<file path="src/rtl/rr_grant_arbiter.sv">
// Round-robin grant arbiter with a per-grant hold limit, saturating grant-event
// counter and a sticky starvation flag driven by per-requester wait counters.
module rr_grant_arbiter #(
   parameter int N        = 4,
   parameter int MAX_HOLD = 4,
   parameter int CNT_W    = 8
) (
   input  logic                 clk,
   input  logic                 rst_n,
   input  logic [N-1:0]         arb_req,
   output logic [N-1:0]         arb_gnt,
   output logic                 gnt_valid,
   output logic [$clog2(N)-1:0] gnt_id,
   output logic [CNT_W-1:0]     grant_count,
   output logic                 starve_err
);

   // state | meaning
   // ------+-------------------------------------------------
   // IDLE  | no holder; arb_gnt all zero, waiting for a request
   // GRANT | requester h owns the resource, hold_cnt running

   localparam int IW    = $clog2(N);
   localparam int HW    = (MAX_HOLD > 1) ? $clog2(MAX_HOLD) : 1;
   localparam int BOUND = (N - 1) * MAX_HOLD + 1;
   localparam int WW    = $clog2(BOUND + 2);

   typedef enum logic {ST_IDLE, ST_GRANT} state_t;

   state_t          state, state_n;
   logic [IW-1:0]   h, h_n, h_inc, ptr, ptr_n, start, sel, cand;
   logic [IW:0]     sum;
   logic [HW-1:0]   hold_cnt, hold_n;
   logic            found, grant_evt, any_over;
   logic [N-1:0]    gnt_n;
   logic [WW-1:0]   wait_cnt [N];

   assign h_inc = (h == IW'(N - 1)) ? '0 : h + 1'b1;

   // Searching from h+1 places h last, which is exactly the expiry rule;
   // after a drop arb_req[h] is low so h is never picked again.
   always_comb begin
      start = (state == ST_IDLE) ? ptr : h_inc;
      found = 1'b0;
      sel   = '0;
      sum   = '0;
      cand  = '0;
      for (int i = N - 1; i >= 0; i--) begin
         sum = {1'b0, start} + (IW+1)'(i);
         if (sum >= (IW+1)'(N))
            sum = sum - (IW+1)'(N);
         cand = sum[IW-1:0];
         if (arb_req[cand]) begin
            found = 1'b1;
            sel   = cand;
         end
      end
   end

   always_comb begin
      state_n   = state;
      h_n       = h;
      ptr_n     = ptr;
      hold_n    = hold_cnt;
      grant_evt = 1'b0;
      case (state)
         ST_IDLE: begin
            if (found) begin
               state_n   = ST_GRANT;
               h_n       = sel;
               hold_n    = '0;
               grant_evt = 1'b1;
            end
         end
         ST_GRANT: begin
            if (arb_req[h] && (hold_cnt != HW'(MAX_HOLD - 1))) begin
               hold_n = hold_cnt + 1'b1;
            end else begin
               ptr_n = h_inc;
               if (found) begin
                  h_n       = sel;
                  hold_n    = '0;
                  grant_evt = 1'b1;
               end else begin
                  state_n = ST_IDLE;
                  hold_n  = '0;
               end
            end
         end
         default: state_n = ST_IDLE;
      endcase
   end

   always_comb begin
      gnt_n = '0;
      if (state_n == ST_GRANT)
         gnt_n[h_n] = 1'b1;
   end

   always_comb begin
      any_over = 1'b0;
      for (int i = 0; i < N; i++)
         if (wait_cnt[i] > WW'(BOUND))
            any_over = 1'b1;
   end

   always_ff @(posedge clk) begin
      if (!rst_n) begin
         state       <= ST_IDLE;
         h           <= '0;
         ptr         <= '0;
         hold_cnt    <= '0;
         arb_gnt     <= '0;
         gnt_valid   <= 1'b0;
         gnt_id      <= '0;
         grant_count <= '0;
         starve_err  <= 1'b0;
         for (int i = 0; i < N; i++)
            wait_cnt[i] <= '0;
      end else begin
         state     <= state_n;
         h         <= h_n;
         ptr       <= ptr_n;
         hold_cnt  <= hold_n;
         arb_gnt   <= gnt_n;
         gnt_valid <= (state_n == ST_GRANT);
         gnt_id    <= (state_n == ST_GRANT) ? h_n : '0;
         if (grant_evt && (grant_count != {CNT_W{1'b1}}))
            grant_count <= grant_count + 1'b1;
         if (any_over)
            starve_err <= 1'b1;
         // Waiting is judged against the grant the requester currently sees.
         for (int i = 0; i < N; i++) begin
            if (!arb_req[i] || arb_gnt[i])
               wait_cnt[i] <= '0;
            else if (wait_cnt[i] != WW'(BOUND + 1))
               wait_cnt[i] <= wait_cnt[i] + 1'b1;
         end
      end
   end

endmodule
</file>
<file path="config.mk">
export PLATFORM = sky130hd
export DESIGN_NAME = rr_grant_arbiter
export DESIGN_NICKNAME = d
export VERILOG_FILES = /design/src/rtl/rr_grant_arbiter.sv
export SDC_FILE = /design/constraint.sdc
export NUM_CORES = 1
export LEC_CHECK = 0
export ABC_AREA = 1
export CAP_MARGIN = 20
export CORE_MARGIN = 2
export CORE_UTILIZATION = 51
export CTS_CLUSTER_DIAMETER = 40
export CTS_CLUSTER_SIZE = 12
export DETAILED_ROUTE_END_ITERATION = 10
export GPL_TIMING_DRIVEN = 0
export PLACE_DENSITY = 0.75
export RECOVER_POWER = 50
export SLEW_MARGIN = 20
export SYNTH_ARGS = -nofsm -noshare
export SYNTH_HDL_FRONTEND = slang
export SYNTH_SLANG_ARGS = --single-unit
</file>
<file path="constraint.sdc">
create_clock -name clk -period 2 [get_ports clk]
set_clock_uncertainty 0.2 [all_clocks]
set_input_delay 0.3 -clock clk [delete_from_list [all_inputs] [get_ports clk]]
set_output_delay 0.3 -clock clk [all_outputs]
set_load 0.05 [all_outputs]
</file>
# Word-level counts from Yosys, hierarchy flattened
# Memories as Yosys holds them, arrays and structs flattened.
# Index checks and enable logic that the tools add are counted.
[totals]
mem_count = 1
input_bits = 6
ramBits = 16
word_cells = 147
output_inout_bits = 16
reg_bits = 22
[classes]
magnitude_cmp = 15
addsub = 14
reduce_logical = 13
mux = 78
n_eq_ne = 8
bitwise_logic = 10
[memory_table]
columns = ["memory", "words", "width", "read_ports", "rd_clocked_by_memory_dff", "wr", "line", "source"]
rows = [
  ["wait_cnt", 4, 4, 4, 0, 4, "36", "logic [WW-1:0] wait_cnt [N];"],
]
[ops]
columns = ["cell", "n"]
rows = [
  ["two-way mux 1 bit", 46],
  ["two-way mux 4 bit", 8],
  ["two-way mux 2 bit", 14],
  ["< comparator 2 x 3 -> 1 bit (second input constant)", 6],
  ["adder 4 x 1 -> 4 bit (second input constant)", 4],
  ["greater-than comparator 4 bit (second input constant)", 4],
  ["!= test 4 bit (second input constant)", 4],
  ["binary-select mux 1 bit (select 2 bit)", 5],
  [">= comparator 3 bit (second input constant)", 3],
  ["adder 8 x 1 -> 8 bit (second input constant)", 1],
  ["!= test 8 bit (second input constant)", 1],
  ["OR 1 bit", 8],
  ["case mux 2 bit (2 select lines)", 2],
  ["subtractor 2 x 1 -> 2 bit (second input constant)", 4],
  ["adder 2 x 2 -> 3 bit (second input constant)", 2],
  ["adder 2 x 1 -> 2 bit (second input constant)", 2],
  ["logical NOT 1 bit", 4],
  ["logical OR 1 bit", 4],
  ["!= test 2 bit (second input constant)", 2],
  ["case mux 1 bit (2 select lines)", 2],
  ["AND reduction 2 bit", 2],
  ["adder 2 x 1 -> 3 bit (second input constant)", 1],
  [">= comparator 2 x 3 -> 1 bit (second input constant)", 1],
  ["logical AND 1 bit", 3],
  ["other kinds (4)", 5],
]

# Depth between registers and ports, before layout
[logic_depth]
depth_word = 19
ltp_mapped = 15
ltp_nobuf = 15

# Worst setup path before layout
# No wires, ideal clock.
[synth_path]
path_kind = "register to register"
start = "reg state"
end = "reg grant_count[2]"
path_stages_with_launch = 12
required_time_ns = 1.668
arrival_ns = 1.899
setup_ns = 0.132
path_buffers = 0
period_less_slack_ns = 2.231
path_slack_ns = -0.231
path_cell_list = "dfxtp_1 -> nand2_2 -> nand2_4 -> nand2_2 -> nand2_1 -> nand2_2 -> nand2_2 -> nor2_4 -> a21oi_4 -> nand2_2 -> nand2_1 -> a21oi_1"
[synth_between]
elab_chain_len = 14
elab_cells_between_ends = 33
classes_between = "7 x add/sub; 4 x order compare; 20 x mux; 1 x bitwise; 1 x reduce/logical"
[synth_rtl]
columns = ["element", "line", "source"]
rows = [
  ["start: declaration", "30", "state_t state, state_n;"],
  ["start signal: assignment", "121", "state <= state_n;"],
  ["two-way mux 2 bit", "43", "start = (state == ST_IDLE) ? ptr : h_inc;"],
  ["adder 2 x 2 -> 3 bit", "49", "sum = {1'b0, start} + (IW+1)'(i);"],
  [">= comparator 3 bit or subtractor 2 x 1 -> 2 bit (tied branches)", "50, 51", ""],
  ["two-way mux 2 bit", "50", "if (sum >= (IW+1)'(N))"],
  ["binary-select mux 1 bit (select 2 bit)", "53", "if (arb_req[cand]) begin"],
  ["two-way mux 1 bit (implied by the code)", "53", ""],
  ["two-way mux 1 bit (4 in series)", "53", ""],
  ["two-way mux 1 bit", "68, 80", ""],
  ["two-way mux 1 bit", "76", "if (arb_req[h] && (hold_cnt != HW'(MAX_HOLD - 1))) begin"],
  ["case mux 1 bit (2 select lines) *", "66", "case (state)"],
  ["logical AND 1 bit *", "128", "if (grant_evt && (grant_count != {CNT_W{1'b1}}))"],
  ["end signal: assignment", "129", "grant_count <= grant_count + 1'b1;"],
  ["end: declaration", "14", "output logic [CNT_W-1:0] grant_count,"],
]
# Mark *: on every way between the ends. The rest lies on a longest branch, timed or not. The select of a mux whose other input is x is not followed.
# A chain may end at the register's enable or synchronous reset.

# Final worst setup path
[layout_path]
start = "reg h[1]"
end = "reg grant_count[3]"
[layout_between]
elab_chain_len = 16
elab_cells_between_ends = 38
classes_between = "8 x add/sub; 4 x order compare; 1 x eq/ne; 23 x mux; 2 x reduce/logical"
[layout_rtl]
columns = ["element", "line", "source"]
rows = [
  ["start: declaration", "31", "logic [IW-1:0] h, h_n, h_inc, ptr, ptr_n, start, sel, cand;"],
  ["start signal: assignment", "122", "h <= h_n;"],
  ["adder 2 x 1 -> 2 bit or equality test 2 bit (tied branches)", "38", "assign h_inc = (h == IW'(N - 1)) ? '0 : h + 1'b1;"],
  ["two-way mux 2 bit", "38", ""],
  ["two-way mux 2 bit", "43", ""],
  ["adder 2 x 2 -> 3 bit", "49", ""],
  [">= comparator 3 bit or subtractor 2 x 1 -> 2 bit (tied branches)", "50, 51", ""],
  ["two-way mux 2 bit", "50", ""],
  ["binary-select mux 1 bit (select 2 bit)", "53", ""],
  ["two-way mux 1 bit (implied by the code)", "53", ""],
  ["two-way mux 1 bit (4 in series)", "53", ""],
  ["two-way mux 1 bit", "68, 80", ""],
  ["two-way mux 1 bit", "76", ""],
  ["case mux 1 bit (2 select lines) *", "66", ""],
  ["logical AND 1 bit *", "128", ""],
]
# Marks and branches as above.

==> run_results.csv <==
group,metric,value,unit
timing,worstMarginPinSlew,598,ps
detailed_routing,drt_wl_total,5.02,mm
timing,rsz0062_at_grt,"yes",
timing,slew_headroom,60.1,%
power_and_ir_drop,finalPower,0.00497,W
synth,synth.cell_area,0.00226,mm2
power_and_ir_drop,ir_drop,1120,uV
synth,synth_top_area_share,21.3,%
clock_tree,cts_buffers,5,
floorplan,ios,22,
global_route,grt_first_pass_wirelength,8.13,mm
setup_path,path_max_fanout,7,
synth,ys_seq_elements,38,
setup_path,r2r_slack,-110,ps
synth,synth_edf_count,16,
setup_path,cpMaxStageDelayCell,"dfxtp_4",
setup_path,r2r-start,"h[1]",
final_layout,area_growth_syn_to_layout,30.6,%
timing,drv_slew,0,
timing,fmax,475,MHz
detailed_routing,wire_per_inst,13.5,um
detailed_routing,drt_iter0_drc,102,
detailed_routing,drc,0,
clock_tree,cts_tree,"done",
floorplan,rows,24,
final_layout,finalNonFillerCells,373,
setup_path,path_cells,"ha_4 > nor2_4 > nand2_4 > nand2_8 > nand2_2 > nand2_2 > nand2_2 > nand2_2 > nor2_4 > a21oi_4 > buf_6 > nand3_2 > a21oi_2",
synth,avgSynthCellArea,8.05,um2
setup_path,cpMostUsedCell,"nand2_2",
clock_tree,clockRootBuffer,"clkbuf_8",
power_and_ir_drop,p_leak,1.29,nW
setup_path,cp.buffers_inverters,1,
hold_path,min_path_cells,1,
synth,synth_area_leaders,"edfxtp_1, dfxtp_1, ha_1",
synth,yosysWarnings,0,
timing,setup_violations,18,
global_route,grt-ovfl-total,0,
floorplan,dieHeight,70.6,um
detailed_routing,vias,1986,
setup_path,crit_path_max_incr_delay,360,ps
place,dp_slack,-439,ps
final_layout,antennaDiodeCount,0,
global_route,grt.total_usage,20.2,%
place,dpl.hpwl,3.32,mm
floorplan,die_area,0.00498,mm2
place,gp_congestion,0.856,
detailed_routing,avgViaCountPerCell,5.32,
timing,layout_min_cycle_time,2110,ps
detailed_routing,first_pass_iters,4,
synth,async_reset_ff_share,0,%
status,status,"finished with violations",
status,violations,"setup timing",
hold_path,min_from,"hold_cnt[0]",
hold_path,hold_class,"reg2reg",
clock_tree,insertion_delay,290,ps
floorplan,die_x,70.6,um
setup_path,critical_path.reg2reg.endpoint,"grant_count[3]",
synth,syn_inst,281,
setup_path,setup.worst_path.start_class,"register",
setup_path,cp_top_family,"simple AND/OR/NAND/NOR gates",
setup_path,critical_path_class,"reg2reg",
power_and_ir_drop,power.density,1680,mW/mm2
synth,ys.flop_type,"dfxtp_1",
final_layout,layout-drive-gt1-share,27.7,%
clock_tree,clock_sinks,38,
timing,holdWs,269,ps
synth,ys_seq_area_share,40.7,%
hold_path,worstHoldEndpoint,"hold_cnt[0]",
timing,fin_ws,-106,ps
synth,ys_types,24,
setup_path,endpoint_kind,"register",
final_layout,nFillCells,351,
clock_tree,clk_pin_slew,70,ps
setup_path,crit_required,2030,ps
final_layout,final_net_count,345,
timing,fin_crit_sh,105,%
clock_tree,cts.path.max_buffers,2,
clock_tree,htreeDepth,2,
global_route,grt_max_degree,13,
global_route,antenna_found_initial,0,
floorplan,core,0.00432,mm2
synth,yosysTopAreaCell,"edfxtp_1",
detailed_routing,ant_nets,0,
global_route,grt_pass1_vias,1882,
timing,hold_viol,0,
setup_path,arrival,2130,ps
synth,syn-num-nets,306,
final_layout,fin_util,68.3,%
place,dpl.cell_count,354,
floorplan,start_util,52.3,%
job,cap_violations,0,
place,portBuffers,21,
setup_path,r2r_cells,13,
-- cell usage after synthesis (2+ instances only) --
library cell / count
xnor2_1: 7
nand3_2: 2
nor2_1: 23
or2_2: 4
ha_1: 19
nor2_4: 2
nand2_4: 2
o21ai_0: 7
nand3_1: 33
nand2_1: 48
dfxtp_1: 22
edfxtp_1: 16
a21oi_1: 20
clkbuf_1: 2
inv_2: 2
nand4_1: 10
nor3_1: 5
nand2_2: 14
inv_1: 37
xor2_1: 2
-- routing by layer --
layer | track usage [%] | wire length, um
met1 | 25.1 | 2120
met2 | 35.0 | 2570
met3 | 4.56 | 243
met4 | 6.50 | 86
met5 | 0 | 0
-- cell usage in the layout, fill, tap and decap left out, types with 2 or more instances in the layout --
cell type        instances
a21oi_1                 17
a21oi_2                  3
a21oi_4                  2
buf_4                    7
buf_6                    4
clkbuf_1                 4
clkbuf_8                 6
clkdlybuf4s50_1          8
dfxtp_1                 18
dfxtp_2                  2
dfxtp_4                  2
dlygate4sd2_1            9
edfxtp_1                16
ha_1                    18
inv_1                   35
inv_2                    4
nand2_1                 33
nand2_2                 22
nand2_4                  8
nand3_1                 21
nand3_2                 12
nand3_4                  2
nand4_1                 10
nor2_1                  20
nor2_2                   3
nor2_4                   3
nor3_1                   5
o21ai_0                  7
or2_2                    4
xnor2_1                  7
xor2_1                   2
-- logic make-up after synthesis --
group | synth area share [%]
AOI/OAI and AO/OA | 7.08
xor gates and xnor gates | 3.49
adders and majority gates | 10.5
buffers and inverters | 6.81
DFF | 40.7
and+or+nand+nor | 31.4
-- worst max path at each step --
stage / cells after the start / start / slack, ps / endpoint
after floorplan: 13 / h[0] / 6 / grant_count[2]
after global placement: 11 / arb_req[1] / -400 / grant_count[7]
after detailed placement: 11 / arb_req[1] / -440 / grant_count[3]
after CTS: 14 / h[0] / -90 / arb_gnt[0]
after global routing: 12 / h[1] / -210 / arb_gnt[3]
final: 13 / h[1] / -110 / grant_count[3]
-- area by class of cell --
| cell class | instances | area (um2) | share of cell area [%] |
|---|---|---|---|
| inverters | 39 | 146 | 4.96 |
| clock buffers | 7 | 108 | 3.64 |
| well taps | 52 | 65.1 | 2.20 |
| plain buffers | 2 | 8.76 | 0.297 |
| clock inverters | 1 | 30.0 | 1.02 |
| flip-flops and latches | 38 | 931 | 31.5 |
| repair buffers | 32 | 278 | 9.41 |
| multi-input cells | 202 | 1390 | 46.9 |
-- through the flow --
stage                     TNS, ps  area (um2)
after floorplan                 0        2280
after global routing        -3210        2950
after global placement      -8120        2550
final                       -1280        2950
after CTS                    -885        2800
after detailed placement    -9340        2550
-- report_power, final --
part           leakage [nW]  internal (W)  switching (W)
Sequential            0.363       0.00100       0.000173
Combinational         0.854       0.00113        0.00193
Clock                0.0696      0.000481       0.000262
Total                  1.29       0.00261        0.00236
-- state kept, by name (all words and copies together) (netlist names) --
register,flops
gnt_id,2
grant_count,8
state,1
wait_cnt,16
hold_cnt,2
starve_err,1
arb_gnt,4
ptr,2
h,2
-- repair_timing --
action	4_1_cts	5_1_grt
resized for setup	30	36
pin swaps	22	32
hold buffers	0	0
setup endpoints to repair	25	33
setup buffers	5	6
cloned	0	0
Note: power is estimated with default switching activity, not from simulation.
